<file path="src/rtl/alu_exec_ctrl.sv">
// -----------------------------------------------------------------------------
// alu_exec_ctrl
//
// Multi-cycle execute sequencer. It takes one decoded ALU instruction at a
// time and steps it through the shared 16-bit ALU in four states:
//   IDLE : accept an instruction and register the register-file read addresses
//   READ : register-file data arrives; latch operand A and the formed operand B
//   EXEC : ALU inputs are stable; capture the result and the five flags
//   WB   : write the result back (CMP never writes) and optionally load the PSR
//
// Ports
//   clk, reset_n                 clock, asynchronous active-low reset
//   instr_valid / instr_ready    decode handshake (ready only in IDLE)
//   i_op, i_imm_mode, i_imm,
//   i_rdest, i_rsrc,
//   i_use_carry, i_set_flags     decoded instruction fields
//   rf_raddr_a/b, rf_rdata_a/b   register-file read port (data one cycle later)
//   rf_we, rf_waddr, rf_wdata    register-file write port
//   alu_a, alu_b, alu_op,
//   alu_imm_mode, alu_carry_in,
//   alu_update_flags             ALU controls, held stable from EXEC onward
//   alu_result, alu_carry, alu_low,
//   alu_flag, alu_zero,
//   alu_negative                 combinational ALU outputs
//   psr                          processor status {N, Z, F, L, C}
//   done                         one-cycle pulse when an instruction retires
// -----------------------------------------------------------------------------
module alu_exec_ctrl #(
  parameter int REG_AW = 4
) (
  input  logic              clk,
  input  logic              reset_n,

  input  logic              instr_valid,
  output logic              instr_ready,
  input  logic [3:0]        i_op,
  input  logic              i_imm_mode,
  input  logic [7:0]        i_imm,
  input  logic [REG_AW-1:0] i_rdest,
  input  logic [REG_AW-1:0] i_rsrc,
  input  logic              i_use_carry,
  input  logic              i_set_flags,

  output logic [REG_AW-1:0] rf_raddr_a,
  output logic [REG_AW-1:0] rf_raddr_b,
  input  logic [15:0]       rf_rdata_a,
  input  logic [15:0]       rf_rdata_b,
  output logic              rf_we,
  output logic [REG_AW-1:0] rf_waddr,
  output logic [15:0]       rf_wdata,

  output logic [15:0]       alu_a,
  output logic [15:0]       alu_b,
  output logic [3:0]        alu_op,
  output logic              alu_imm_mode,
  output logic              alu_carry_in,
  output logic              alu_update_flags,
  input  logic [15:0]       alu_result,
  input  logic              alu_carry,
  input  logic              alu_low,
  input  logic              alu_flag,
  input  logic              alu_zero,
  input  logic              alu_negative,

  output logic [4:0]        psr,
  output logic              done
);

  localparam logic [3:0] OP_AND = 4'b0001;
  localparam logic [3:0] OP_OR  = 4'b0010;
  localparam logic [3:0] OP_XOR = 4'b0011;
  localparam logic [3:0] OP_LSH = 4'b0100;
  localparam logic [3:0] OP_ADD = 4'b0101;
  localparam logic [3:0] OP_SUB = 4'b1001;
  localparam logic [3:0] OP_CMP = 4'b1011;
  localparam logic [3:0] OP_MOV = 4'b1101;
  localparam logic [3:0] OP_LUI = 4'b1111;

  typedef enum logic [1:0] {
    IDLE = 2'd0,
    READ = 2'd1,
    EXEC = 2'd2,
    WB   = 2'd3
  } state_t;

  state_t              state_q;
  logic                ready_q;

  // Instruction register, loaded in the accept cycle only.
  logic [3:0]          instrOp_q;
  logic                instrImmMode_q;
  logic [7:0]          instrImm_q;
  logic [REG_AW-1:0]   instrRdest_q;
  logic                instrUseCarry_q;
  logic                instrSetFlags_q;

  logic [REG_AW-1:0]   raddrA_q;
  logic [REG_AW-1:0]   raddrB_q;

  // Operand registers double as the ALU input drivers, so the ALU sees
  // stable values for the whole of EXEC.
  logic [15:0]         aluA_q;
  logic [15:0]         aluB_q;
  logic [3:0]          aluOp_q;
  logic                aluImmMode_q;
  logic                aluCarryIn_q;
  logic                aluUpdFlags_q;

  // Holding registers for the ALU result and flags captured at end of EXEC.
  logic [15:0]         result_q;
  logic [4:0]          flags_q;

  logic                rfWe_q;
  logic                done_q;
  logic [4:0]          psr_q;

  logic [15:0]         operandB_d;
  logic                updateFlags_d;
  logic                carryIn_d;

  // Operand B formation. Arithmetic and shift opcodes treat the immediate as
  // signed, logical moves treat it as unsigned, and LUI places it in the
  // upper byte. Unknown opcodes fall back to zero extension.
  always_comb begin
    operandB_d = rf_rdata_b;
    if (instrImmMode_q) begin
      case (instrOp_q)
        OP_ADD, OP_SUB, OP_CMP, OP_LSH: operandB_d = {{8{instrImm_q[7]}}, instrImm_q};
        OP_AND, OP_OR, OP_XOR, OP_MOV:  operandB_d = {8'h00, instrImm_q};
        OP_LUI:                         operandB_d = {instrImm_q, 8'h00};
        default:                        operandB_d = {8'h00, instrImm_q};
      endcase
    end
  end

  // MOV and LUI never touch the PSR, whatever the decoder asked for. The
  // carry-in samples the PSR at the end of READ, which is after the previous
  // instruction's WB, so ADDC/SUBC chains see the freshly written carry.
  always_comb begin
    updateFlags_d = instrSetFlags_q && (instrOp_q != OP_MOV) && (instrOp_q != OP_LUI);
    carryIn_d     = instrUseCarry_q & psr_q[0];
  end

  // Sequencer. One always_ff owns the state and every registered output. A
  // reset at any point drops back to IDLE; since rf_we, done and the PSR load
  // only happen from EXEC/WB, an aborted instruction leaves no trace.
  always_ff @(posedge clk or negedge reset_n) begin
    if (!reset_n) begin
      state_q         <= IDLE;
      ready_q         <= 1'b1;
      instrOp_q       <= 4'h0;
      instrImmMode_q  <= 1'b0;
      instrImm_q      <= 8'h00;
      instrRdest_q    <= '0;
      instrUseCarry_q <= 1'b0;
      instrSetFlags_q <= 1'b0;
      raddrA_q        <= '0;
      raddrB_q        <= '0;
      aluA_q          <= 16'h0000;
      aluB_q          <= 16'h0000;
      aluOp_q         <= 4'h0;
      aluImmMode_q    <= 1'b0;
      aluCarryIn_q    <= 1'b0;
      aluUpdFlags_q   <= 1'b0;
      result_q        <= 16'h0000;
      flags_q         <= 5'b0;
      rfWe_q          <= 1'b0;
      done_q          <= 1'b0;
      psr_q           <= 5'b0;
    end else begin
      rfWe_q <= 1'b0;
      done_q <= 1'b0;
      case (state_q)
        IDLE: begin
          if (instr_valid) begin
            instrOp_q       <= i_op;
            instrImmMode_q  <= i_imm_mode;
            instrImm_q      <= i_imm;
            instrRdest_q    <= i_rdest;
            instrUseCarry_q <= i_use_carry;
            instrSetFlags_q <= i_set_flags;
            raddrA_q        <= i_rdest;
            raddrB_q        <= i_rsrc;
            ready_q         <= 1'b0;
            state_q         <= READ;
          end
        end
        READ: begin
          aluA_q        <= rf_rdata_a;
          aluB_q        <= operandB_d;
          aluOp_q       <= instrOp_q;
          aluImmMode_q  <= instrImmMode_q;
          aluCarryIn_q  <= carryIn_d;
          aluUpdFlags_q <= updateFlags_d;
          state_q       <= EXEC;
        end
        EXEC: begin
          result_q <= alu_result;
          flags_q  <= {alu_negative, alu_zero, alu_flag, alu_low, alu_carry};
          rfWe_q   <= (instrOp_q != OP_CMP);
          done_q   <= 1'b1;
          state_q  <= WB;
        end
        WB: begin
          if (aluUpdFlags_q) begin
            psr_q <= flags_q;
          end
          ready_q <= 1'b1;
          state_q <= IDLE;
        end
        default: begin
          ready_q <= 1'b1;
          state_q <= IDLE;
        end
      endcase
    end
  end

  assign instr_ready      = ready_q;
  assign rf_raddr_a       = raddrA_q;
  assign rf_raddr_b       = raddrB_q;
  assign rf_we            = rfWe_q;
  assign rf_waddr         = instrRdest_q;
  assign rf_wdata         = result_q;
  assign alu_a            = aluA_q;
  assign alu_b            = aluB_q;
  assign alu_op           = aluOp_q;
  assign alu_imm_mode     = aluImmMode_q;
  assign alu_carry_in     = aluCarryIn_q;
  assign alu_update_flags = aluUpdFlags_q;
  assign psr              = psr_q;
  assign done             = done_q;

endmodule

</file>
<file path="config.mk">
export PLATFORM = sky130hd
export DESIGN_NAME = alu_exec_ctrl
export DESIGN_NICKNAME = d
export VERILOG_FILES = /design/src/rtl/alu_exec_ctrl.sv
export SDC_FILE = /design/constraint.sdc
export NUM_CORES = 1
export LEC_CHECK = 0
export ABC_AREA = 1
export BUFFER_PORTS_ARGS = -buffer_cell sky130_fd_sc_hd__buf_2
export CORE_MARGIN = 2
export CORE_UTILIZATION = 40
export DETAILED_ROUTE_END_ITERATION = 12
export GPL_TIMING_DRIVEN = 0
export HOLD_SLACK_MARGIN = 0.15
export PLACE_DENSITY = 0.68
export SETUP_SLACK_MARGIN = 0.05
export SKIP_CTS_REPAIR_TIMING = 1
export SLEW_MARGIN = 20
export SYNTH_ARGS = -nofsm -noshare
export SYNTH_HDL_FRONTEND = slang
export SYNTH_SLANG_ARGS = --single-unit
</file>
<file path="constraint.sdc">
create_clock -name clk -period 2 [get_ports clk]
set_clock_uncertainty 0.15 [all_clocks]
set_input_delay 0.3 -clock clk [delete_from_list [all_inputs] [get_ports clk]]
set_output_delay 0.3 -clock clk [all_outputs]
set_load 0.05 [all_outputs]
</file>
==> metrics.csv <==
metric,value,unit
status,finished clean,
switching_share,53.2,%
synth-seq-cells,93,
synth_nets,522,
cts_buffers,9,
clock_latency,350,ps
drv_slew,0,
rsz0062_at_grt,no,
cp_top_family,buffers and inverters,
root_buffer,clkbuf_8,
multi_input_area,0.00130,sq mm
p_clk_share,12.2,%
syn_inst,439,
synth.distinct_cells,22,
drc_errors,0,
final-hold-violation-count,0,
syn_area,0.00383,sq mm
final-seq-area,0.00233,sq mm
grt_pass1_vias,3181,
async_flop_share,100,%
grt_usage,17.7,%
peakVddDrop,1040,uV
layout.nets,759,
worstSetupStartpoint,state_q[1],
ys_seq_area_share,60.8,%
dp_hpwl,6840,um
clockBufferDepth,2,
port_buffers,153,
dp_cells,722,
leakage,3.14,nW
crit_path_end_kind,register,
max_freq,587,MHz
cp.buffers_inverters,3,
gp_congestion,0.840,
detail_route.first_pass.iterations,4,
hold_class,in2reg,
htree_levels,3,
critPathMaxFanout,10,
syn_to_final_growth,49.1,%
tritoncts,done,
switchingPower,5.44,mW
via_count,3642,
grt-ovfl-total,0,
setup_viol_count_final,0,
dieHeight,102,um
finalCriticalPeriod,1700,ps
totalWireLength,10200,um
worst_ep_required_time,2130,ps
worstPathArrival,1830,ps
yosys.area.top_type,dfrtp_1,
n_fill_cell,821,
post-route-period-util,85.2,%
p_int,4.79,mW
ys_warn_count,0,
layout-drive-gt1-share,29.1,%
grt_pass1_wl,14400,um
grt_max_degree,80,
fp-row-count,35,
comb_power_share,55.5,%
setup-tns-final,0,ps
cp_common_cell,buf_2,
drv_cap,0,
io_pins,154,
relSlewSlack,67.7,%
netlist.area_leader.share,60.2,%
worst_pin_slew,485,ps
die_x,102,um
cpPeakStageDelay,420,ps
antenna_found_initial,0,
synth.area.top_cells,"dfrtp_1 60%, nand2_1 22%, a21oi_1 2.5%",
synthFlopType,dfrtp_1,
crit_slowest_cell,dfrtp_1,
viasPerCell,4.50,
fin_cells,810,
wire_per_inst,12.6,um
syn_area_per_cell,8.72,sq um
core_area,0.00928,sq mm
synth_edf_count,0,
start_util,41.2,%
crit_type,reg2reg,
power_density,1790,mW/mm^2
clk_pin_slew,90,ps
hp-start,rf_rdata_b[4],
crit_path_start_kind,register,
drt_iter0_drc,139,
antenna_left,0,
dieArea,0.0104,sq mm
clock-sinks,93,
r2r-start,state_q[1],
worstPathCellList,"inv_1, ha_1, buf_2, buf_2, nor2_1, a21oi_1",
seq_power_share,32.3,%
n_antenna_cell,0,
-- layout by cell type, fill, tap and decap left out --
cell / count
nand2_1: 224
buf_2: 162
dfrtp_1: 92
dlygate4sd3_1: 72
o21ai_0: 19
a21oi_1: 19
inv_1: 12
nor2_1: 12
nand3_1: 12
clkbuf_8: 9
a22oi_1: 8
buf_4: 7
clkbuf_1: 6
inv_2: 4
ha_1: 4
buf_6: 2
o21ai_2: 2
inv_6: 2
clkinv_2: 2
a31oi_1: 1
nor2_2: 1
nand2_2: 1
nand2_4: 1
clkinv_1: 1
o21ai_1: 1
clkinvlp_4: 1
bufinv_16: 1
clkinv_4: 1
dfstp_2: 1
buf_16: 1
-- power by group through the flow --
stage | Combinational (mW) | Clock [mW] | Sequential, mW
after floorplan | 1.89 | 0 | 5.60
after global placement | 5.49 | 0 | 3.28
after detailed placement | 5.59 | 0 | 3.33
after CTS | 5.59 | 1.29 | 3.30
after global routing | 6.16 | 1.37 | 3.40
final | 5.68 | 1.25 | 3.30
-- path summary, 6_finish.rpt --
kind / end / slack, ps / cells past startpoint
max in group asynchronous: instrImm_q[6] / 900 / 3
max reg2reg: alu_b[6] / 300 / 6
min: alu_b[4] / 120 / 3
min in group asynchronous: alu_a[8] / 160 / 2
min reg2reg: alu_a[5] / 320 / 2
max: alu_b[6] / 300 / 6
-- cell usage after synthesis (2+ instances only) --
cell,n
nor2_1,12
o21ai_0,19
buf_4,7
inv_2,4
inv_1,12
a21oi_1,19
dfrtp_1,92
nand3_1,12
clkbuf_1,6
ha_1,4
nand2_1,224
a22oi_1,8
buf_2,10
o21ai_2,2
-- cell families after synthesis --
| group | synth area share [%] |
|---|---|
| and+or+nand+nor | 25.3 |
| DFF | 60.8 |
| AOI/OAI and AO/OA | 7.29 |
| buffers and inverters | 5.23 |
| adders and majority gates | 1.31 |
-- flip-flops by register name, summed over array words and instances (netlist names) --
signal and cells:
instrImmMode_q 1, instrUseCarry_q 1, instrOp_q 4, state_q 2, instrSetFlags_q 1, psr 5, instr_ready 1, rf_raddr_a 4
rf_raddr_b 4, alu_imm_mode 1, alu_op 4, alu_a 16, flags_q 5, rf_wdata 16, alu_b 16, alu_update_flags 1
alu_carry_in 1, done 1, instrImm_q 8, rf_we 1
-- per-stage QoR --
step	hold slack [ps]	utilization [%]	instance area (sq um)	total power [mW]	worst slack, ps
floorplan	-146	-	3830	7.50	580
global placement	298	51.2	4750	8.78	-385
detailed placement	-18.4	51.6	4790	8.92	281
CTS	-409	53.7	4990	10.2	255
global route	143	61.5	5710	10.9	107
finish	120	61.5	5710	10.2	297
-- routing by layer --
layer  global-route usage, %  up-vias  routed length [um]
met5                       0        -                   0
met4                    6.87        0                 125
met3                    4.38       11                 519
met2                    29.0      110                5070
met1                    22.8     1681                4530
li1                        -     1840                   -
-- cell type report --
class | instances | share of cell area [%]
Buffer | 24 | 2.39
Clock buffer | 9 | 2.17
Clock inverter | 7 | 1.29
Inverter | 17 | 1.12
Multi-Input combinational cell | 305 | 22.8
Sequential cell | 93 | 40.8
Tap cell | 129 | 2.83
Timing Repair Buffer | 226 | 26.6
-- worst reg2reg max path, stage by stage, from the launching register on --
cell and delay, ps:
dfrtp_1 420, inv_1 110, ha_1 230, buf_2 260
buf_2 270, nor2_1 80, a21oi_1 120
Note: power is estimated with default switching activity, not from simulation.
